[config.mk]
export PLATFORM = sky130hd
export DESIGN_NAME = traffic_phase_scheduler
export DESIGN_NICKNAME = d
export VERILOG_FILES = /design/src/rtl/traffic_phase_scheduler.sv
export SDC_FILE = /design/constraint.sdc
export NUM_CORES = 1
export LEC_CHECK = 0
export ABC_AREA = 1
export BUFFER_PORTS_ARGS = -buffer_cell sky130_fd_sc_hd__buf_2
export CORE_ASPECT_RATIO = 2
export CORE_MARGIN = 4
export CORE_UTILIZATION = 30
export DETAILED_ROUTE_END_ITERATION = 8
export GPL_TIMING_DRIVEN = 0
export HOLD_SLACK_MARGIN = 0.12
export SYNTH_ARGS = -nofsm -noshare
export SYNTH_HDL_FRONTEND = slang
export SYNTH_SLANG_ARGS = --single-unit
[constraint.sdc]
create_clock -name clk -period 2.4 [get_ports clk]
set_clock_uncertainty 0.15 [all_clocks]
set_input_delay 0.48 -clock clk [delete_from_list [all_inputs] [get_ports clk]]
set_output_delay 0.48 -clock clk [all_outputs]
set_load 0.03 [all_outputs]
[src/rtl/traffic_phase_scheduler.sv]
// traffic_phase_scheduler: round-robin actuated phase scheduler for two vehicle groups and a pedestrian crossing
module traffic_phase_scheduler #(
    parameter int GREEN_MIN   = 4,
    parameter int GREEN_MAX   = 10,
    parameter int EXT_TIME    = 3,
    parameter int YELLOW_TIME = 2,
    parameter int ALLRED_TIME = 1,
    parameter int WALK_TIME   = 5,
    parameter int TIMER_W     = 16
) (
    input  logic       clk,
    input  logic       rst,
    input  logic [3:0] Traffic,
    input  logic       Ped_req,
    output logic [3:0] Red,
    output logic [3:0] Yellow,
    output logic [3:0] Green,
    output logic       Walk,
    output logic [2:0] phase
);
    typedef enum logic [2:0] {
        IDLE = 3'd0, G13 = 3'd1, Y13 = 3'd2, G24 = 3'd3, Y24 = 3'd4, PED = 3'd5, AR = 3'd6
    } state_t;
    typedef enum logic [1:0] {L13 = 2'd0, L24 = 2'd1, LP = 2'd2} grp_t;
    localparam logic [TIMER_W:0] EXT_W  = (TIMER_W+1)'(EXT_TIME);
    localparam logic [TIMER_W:0] GMAX_W = (TIMER_W+1)'(GREEN_MAX);
    state_t state, nxt, win;
    grp_t last;
    logic [TIMER_W-1:0] timer, age, timer_nxt, age_nxt;
    logic req13, req24, reqp;
    logic t13, t24, pend13, pend24, pendp, tz, enter, ext, in_green;
    assign t13      = Traffic[0] | Traffic[2];
    assign t24      = Traffic[1] | Traffic[3];
    assign pend13   = req13 | t13;
    assign pend24   = req24 | t24;
    assign pendp    = reqp | Ped_req;
    assign tz       = timer == '0;
    assign enter    = nxt != state;
    assign in_green = state == G13 || state == G24;
    assign ext = (state == G13 ? t13 & ~(pend24 | pendp) : t24 & ~(pend13 | pendp))
               && ({1'b0, age} + EXT_W <= GMAX_W);
    function automatic logic [TIMER_W-1:0] load(input state_t s);
        case (s)
            G13, G24: load = TIMER_W'(GREEN_MIN - 1);
            Y13, Y24: load = TIMER_W'(YELLOW_TIME - 1);
            PED:      load = TIMER_W'(WALK_TIME - 1);
            AR:       load = TIMER_W'(ALLRED_TIME - 1);
            default:  load = '0;
        endcase
    endfunction
    // Search starts just after the group served last
    always_comb begin
        win = IDLE;
        case (last)
            L13:     win = pend24 ? G24 : pendp ? PED : pend13 ? G13 : IDLE;
            L24:     win = pendp ? PED : pend13 ? G13 : pend24 ? G24 : IDLE;
            default: win = pend13 ? G13 : pend24 ? G24 : pendp ? PED : IDLE;
        endcase
    end
    always_comb begin
        nxt = state;
        case (state)
            IDLE:          nxt = win;
            G13:           nxt = tz && !ext ? Y13 : G13;
            G24:           nxt = tz && !ext ? Y24 : G24;
            Y13, Y24, PED: nxt = tz ? AR : state;
            AR:            nxt = tz ? win : AR;
            default:       nxt = IDLE;
        endcase
    end
    assign timer_nxt = enter ? load(nxt)
                     : tz ? (in_green ? TIMER_W'(EXT_TIME - 1) : '0)
                     : timer - TIMER_W'(1);
    assign age_nxt = (nxt == G13 || nxt == G24) ? (enter ? TIMER_W'(1) : age + TIMER_W'(1)) : '0;
    always_ff @(posedge clk) begin
        if (rst) begin
            state <= IDLE;
            timer <= '0;
            age   <= '0;
            req13 <= 1'b0;
            req24 <= 1'b0;
            reqp  <= 1'b0;
            last  <= LP;
        end else begin
            state <= nxt;
            timer <= timer_nxt;
            age   <= age_nxt;
            req13 <= (enter && nxt == G13) ? 1'b0 : (t13 && state != G13) ? 1'b1 : req13;
            req24 <= (enter && nxt == G24) ? 1'b0 : (t24 && state != G24) ? 1'b1 : req24;
            reqp  <= (enter && nxt == PED) ? 1'b0 : (Ped_req && state != PED) ? 1'b1 : reqp;
            last  <= !enter ? last : nxt == G13 ? L13 : nxt == G24 ? L24 : nxt == PED ? LP : last;
        end
    end
    assign Red    = (state == G13 || state == Y13) ? 4'b1010 : (state == G24 || state == Y24) ? 4'b0101 : 4'b1111;
    assign Yellow = state == Y13 ? 4'b0101 : state == Y24 ? 4'b1010 : 4'b0000;
    assign Green  = state == G13 ? 4'b0101 : state == G24 ? 4'b1010 : 4'b0000;
    assign Walk   = state == PED;
    assign phase  = state;
endmodule

# After elaboration in Yosys (flattened, before gate mapping)
# Index checks and enable logic that the tools add are counted.
# classes
reduce_logical,26
n_bitwise,12
n_addsub,3
magnitude_cmp,1
muxes,30
n_eq_ne,16
# op_table
operator,n
$mux 16,2
$mux 3,9
$mux 4,6
$add 16x2->17 const B,1
$le 17x4->1 const B,1
$add 16x1->16 const B,1
$logic_not 16->1,1
$sub 16x1->16 const B,1
$eq 3x3->1 const B,5
$pmux 3 s5,1
$mux 2,7
$eq 3x2->1 const B,4
$reduce_or 2->1,6
$pmux 3 s3,1
$logic_and 1x1->1,8
$or 1x1->1,7
$eq 3x1->1 const B,2
$pmux 3 s2,1
$reduce_or 3->1,2
$logic_or 1x1->1,4
$logic_not 3->1,1
$mux 1,3
$ne 3x1->1 const B,1
$ne 3x2->1 const B,1
other kinds (9),12
# totals
inputBits,7
elab_cells,96
ff_bits,40
output_inout_bits,16

# Longest topological paths before layout
# logic_depth
ltp_word,15
depth_mapped,19
mapped_depth_nobuf,19

# Worst setup path after synthesis
# Ideal clock, no wire load.
# synth_timing
path_kind,register -> register
startpoint,register state[0] (netlist: phase[0])
endpoint,register age[10]
required_ns,2.189
period_less_slack_ns,2.632
setup_slack_ns,-0.232
setup_time_ns,0.061
arrival_ns,2.421
path_buffers,1
stages_incl_launch_ff,18
cell_sequence,dfxtp_1 > nand2_1 > nor2_2 > nand3_1 > nand2_1 > nand2_1 > nor2_1 > nand2_1 > nor2_1 > nand2_2 > nand2_2 > nand2_2 > nand3b_1 > nand2_1 > nor2_4 > nand2_4 > buf_8 > nor2_4
# synth_via
elab_chain_len,11
word_cells_on_any_way,22
cone_classes,9 x eq/ne; 5 x mux; 1 x bitwise; 7 x reduce/logical
# synth_rtl
item,line_no,rtl
start: declaration,27,"state_t state, nxt, win;"
start signal: assignment,85,state <= nxt;
$eq 3x1->1,"40, 62",
$mux 1,40,assign ext = (state == G13 ? t13 & ~(pend24 | pendp) : t24 & ~(pend13 | pendp))
$logic_and 1x1->1,41,"&& ({1'b0, age} + EXT_W <= GMAX_W);"
$logic_not 1->1,"64, 65",
$logic_and 1x1->1,"64, 65",
$mux 3 or $mux 2 (tied branches),"65, 64",
$pmux 3 s5,62,case (state)
$eq 3x1->1 or $eq 3x2->1 (tied branches),74,assign age_nxt = (nxt == G13 || nxt == G24) ? (enter ? TIMER_W'(1) : age + TIMER_W'(1)) : '0;
$logic_or 1x1->1,74,
$not 1->1 (no source line),n/a,
$reduce_or 3->1 (no source line) (*),n/a,
end signal: assignment,87,age <= age_nxt;
end: declaration,29,"logic [TIMER_W-1:0] timer, age, timer_nxt, age_nxt;"
# Mark *: on every way between the ends. The rest lies on a longest branch, timed or not.
# A chain may end at the register's enable or synchronous reset.

# Worst setup path after layout
# layout_timing
startpoint,register age[1]
endpoint,register timer[7]
# layout_via
elab_chain_len,9
word_cells_on_any_way,10
cone_classes,1 x add/sub; 1 x order compare; 1 x eq/ne; 4 x mux; 3 x reduce/logical
# layout_rtl
item,line_no,rtl
$add 16x2->17 (*),41,
$le 17x4->1 (*),41,
$logic_and 1x1->1 (*),41,
$logic_not 1->1 (*),"64, 65",
$logic_and 1x1->1 (*),"64, 65",
$mux 3 or $mux 2 (tied branches),"65, 64",
$pmux 3 s5 (*),62,
$ne 3x3->1 (*),38,assign enter = nxt != state;
$mux 16 (*),71,assign timer_nxt = enter ? load(nxt)
end signal: assignment,86,timer <= timer_nxt;
end: declaration,29,
# Marked as above.

==> summary.md <==
The flow ran to the end, but the final reports show violations. The checks that failed: negative setup slack. In the layout the commonest cells are 75 x nand2_1, 51 x inv_1, 50 x nor2_1.

The share of the clock period used by the worst path after layout was 106.1%; the overall routed net length was 6924 um. The worst-case setup margin in the final layout was -146.9 ps. Clock-pin slew was measured on the worst setup and hold paths at 60 ps.

TritonCTS built the clock tree. The run gives 0 as the final number of hold-violating endpoints. The count of nets left with antenna violations once routing finished came out at 0. Area growth from synthesis to layout: 31.16%.

The critical path in this run is classified as reg -> reg. The logs give 280 ps for the clock latency at the later pin of the worst-skew pair and 2703 um2 for the area of the mapped netlist. The area of the die was 10,680 um2; the part of the Yosys area used for sequential elements was 29.63%. The final hold slack came out at 339.4 ps. TritonCTS created 5 clock buffers. The tools report the warning count from the yosys run as 0.

The top fanout value on the critical path works out to 6. In this run, placement finished with an instance count of 528. Number of flops mapped to enable cells by yosys: 0. For this design the top-level I/O count stands at 23. The cell area after placement came out at 2955 um2. The clock passes through at most 2 buffers. Across every metal layer, demand over resource in global routing totals 13.77%. The wire length of the first global-routing pass is 11,450 um. The tools report the max-slew violation total from the final report as 0.

The post-synthesis cell type count came out at 31. The launch point of the worst path was age[1]$_SDFF_PP0_. The first-pass iteration count of the detailed router is 4, and the count of hold buffers inserted by post-cts repair is 0. Leaving out fill and tap cells, the most frequent cell in the layout is nand2_1. The tools report the kind of launch point of the worst setup path as a flip-flop.

Setup violations remaining at the end of the flow were counted as 31. The violation count after the first detailed-route iteration is 117, and the layout net count is 460. Summed over all nets, the half-perimeter wirelength after detailed placement is 5188 um. Based on the critical path, the design can be clocked at up to 392.6 MHz. IR analysis of the VDD net gives a maximum drop of 0.4734 mV.

The most heavily used metal layer in global routing was met2. Setup repair after global routing could not meet its margin everywhere. The ratio of total power to cell area was 1153 nW/um2.

The antenna diode count was 0. The via count of the first global-routing pass came out at 2,639. The worst hold path begins at last[0]$_SDFFE_PP0P_. The number of antenna violations at the first check in global routing was 0; the power after layout was 4086 uW. The count of buffers added on input and output ports is 21.

In the routed design, unresolved DRC markers number 0. The global placement routability congestion came out at 0.9096. The total via count in the routed design is 2,613.

The logs give 0 for the number of max-capacitance violations reported and 418 for the net count of the mapped netlist. The slowest stage of the critical path belongs to the cell dfxtp_2. Data on the critical path arrives at its endpoint at 2620 ps. Once the floorplan was initialized, standard cells occupied 31.03% of the core. The tools report the clock root buffer as clkbuf_16. The tools report the standby leakage power as 0.001537 uW. The required time at the worst-slack endpoint is 2470 ps, and the transition time of the tightest slew-check pin is 572.1 ps.

The cell count after synthesis came out at 407. After floorplanning, the core was sized to cover 8708 um2. The tools report the met2 demand-to-capacity share in global routing as 27.28%.

Flip-flop cell with the highest count after synthesis: dfxtp_1. The share of flip-flops with an asynchronous set or reset is 0%, and the cell area after layout is 3545 um2. For this run, global-route usage on met3 was measured as 2.192%. Each instance of the synthesized netlist takes up on average 6.640 um2.

Summed over all layers, the global routing overflow is 0. The post-layout minimum cycle time was 2547 ps. The maximum single-stage delay on the critical path was 350 ps; the number of H-tree levels was 2. For this design, the sink count on the clock tree is 40. After synthesis the netlist holds a flip-flop and latch count of 40.

After floorplanning, the core was divided into 48 placement rows. The via density per instance was 4.751. The routed length per placed instance was 12.59 um; the met1 usage in global routing was 12.59%.

The horizontal die dimension came out at 75.12 um. The tools report the reg-to-reg startpoint as age[1]$_SDFF_PP0_. In this run the worst hold path is classified as reg -> reg. Walking the worst path, the cells encountered are inv_2 > ha_4 > nor2_8 > nand2_4 > nor2_4 > nor2_2 > nor2_2 > nand3_1 > nor2_1 > nand2_2 > nand3_4 > nand2_4 > nand2_2 > nand3_2 > nor2_4 > buf_6 > nand2_8 > buf_12 > a21oi_2.

The layout cell share with drive strength beyond 1 came out at 36.00%. The tools report the pin count of the biggest net entering global routing as 13. The worst setup path is captured at a flip-flop. The final standard cell count with taps included and fillers excluded was 550; the die height was 142.2 um. Headroom to the max-slew limit came out at 61.86%.
-- per-layer routing --
metal	vias to the layer above	wire, um	share of wire [%]
met5	-	0	0
met4	0	322	4.7
met3	27	181	2.6
met2	49	4035	58
met1	1195	2385	34
li1	1342	-	-
-- cell type report --
cell class,count,area [um2]
clock inverter,2,10.01
multi-input combinational,300,1873
tap,100,125.1
inverter,58,220.2
sequential,40,823.3
timing repair buffer,35,265.3
clock buffer,6,138.9
buffer,9,88.84
fill,891,5164
-- report_power, final --
group,internal [uW],total [uW],switching (uW),leakage [uW]
Combinational,996,2540,1540,0.00113
Clock,410,674,264,0.0000766
Sequential,780,872,92.2,0.000333
-- registers in the layout, summed over array words and instances (netlist names) --
| signal | cells |
|---|---|
| age | 16 |
| timer | 16 |
| phase | 3 |
| last | 2 |
| req13 | 1 |
| req24 | 1 |
| reqp | 1 |
-- critical path: cells and delay by family (launching register included) --
family                     cells  cell delay [ps]
AOI/OAI and AO/OA              1               90
adders and majority gates      1              180
buffers and inverters          3              340
DFF                            1              350
and+or+nand+nor               14             1370
-- cells by family after synthesis --
group	Yosys count	synth area share, %
AO/OA/AOI/OAI	40	8.241
flip-flops	40	29.63
adder cells (fa/ha/maj)	4	1.852
buffers and inverters	67	10.83
XOR/XNOR	22	7.129
AND/OR/NAND/NOR	234	42.31
-- cells in the mapped netlist (2+ instances only) --
cell type   n  share of area [%]
nand2_1    87                 12
nor2_1     63                8.8
inv_1      55                7.6
dfxtp_1    40                 30
nand3_1    27                5.0
a21oi_1    20                3.7
nor2_2     17                3.9
xor2_1     16                5.2
o21ai_0    12                2.2
nand2_2    11                2.5
nor2_4     11                4.6
buf_4       6                1.7
xnor2_1     6                1.9
ha_1        4                1.9
nor3_1      4               0.74
inv_2       3               0.42
nand2_4     3                1.2
nand4_1     3               0.69
or2_2       3               0.69
a21oi_2     2               0.65
nand3_2     2               0.74
nand3b_1    2               0.56
o211ai_1    2               0.56
-- through the flow --
step / setup TNS [ps] / setup WS, ps / util (%)
global route: -9212 / -317.5 / 40.70
floorplan: 0 / 9.205 / -
global placement: -11970 / -440.4 / 33.94
finish: -3313 / -146.9 / 40.70
detailed placement: -13300 / -472.4 / 33.94
CTS: -1566 / -84.93 / 39.66
-- timing repair --
action                                  4_1_cts  5_1_grt
cloned                                        2        0
endpoints found under the hold margin         0        0
pin swaps                                    23       13
setup buffers                                11        1
resized for setup                            61       24
endpoints found under the setup margin       36       38
-- worst paths after layout --
kind | to | slack, ps | depth (start not counted)
max | timer[7]$_SDFF_PP0_ | -150 | 19
min | last[0]$_SDFFE_PP0P_ | 340 | 2
max reg2reg | timer[7]$_SDFF_PP0_ | -150 | 19
min reg2reg | last[0]$_SDFFE_PP0P_ | 340 | 2
Note: power is estimated with default switching activity, not from simulation.
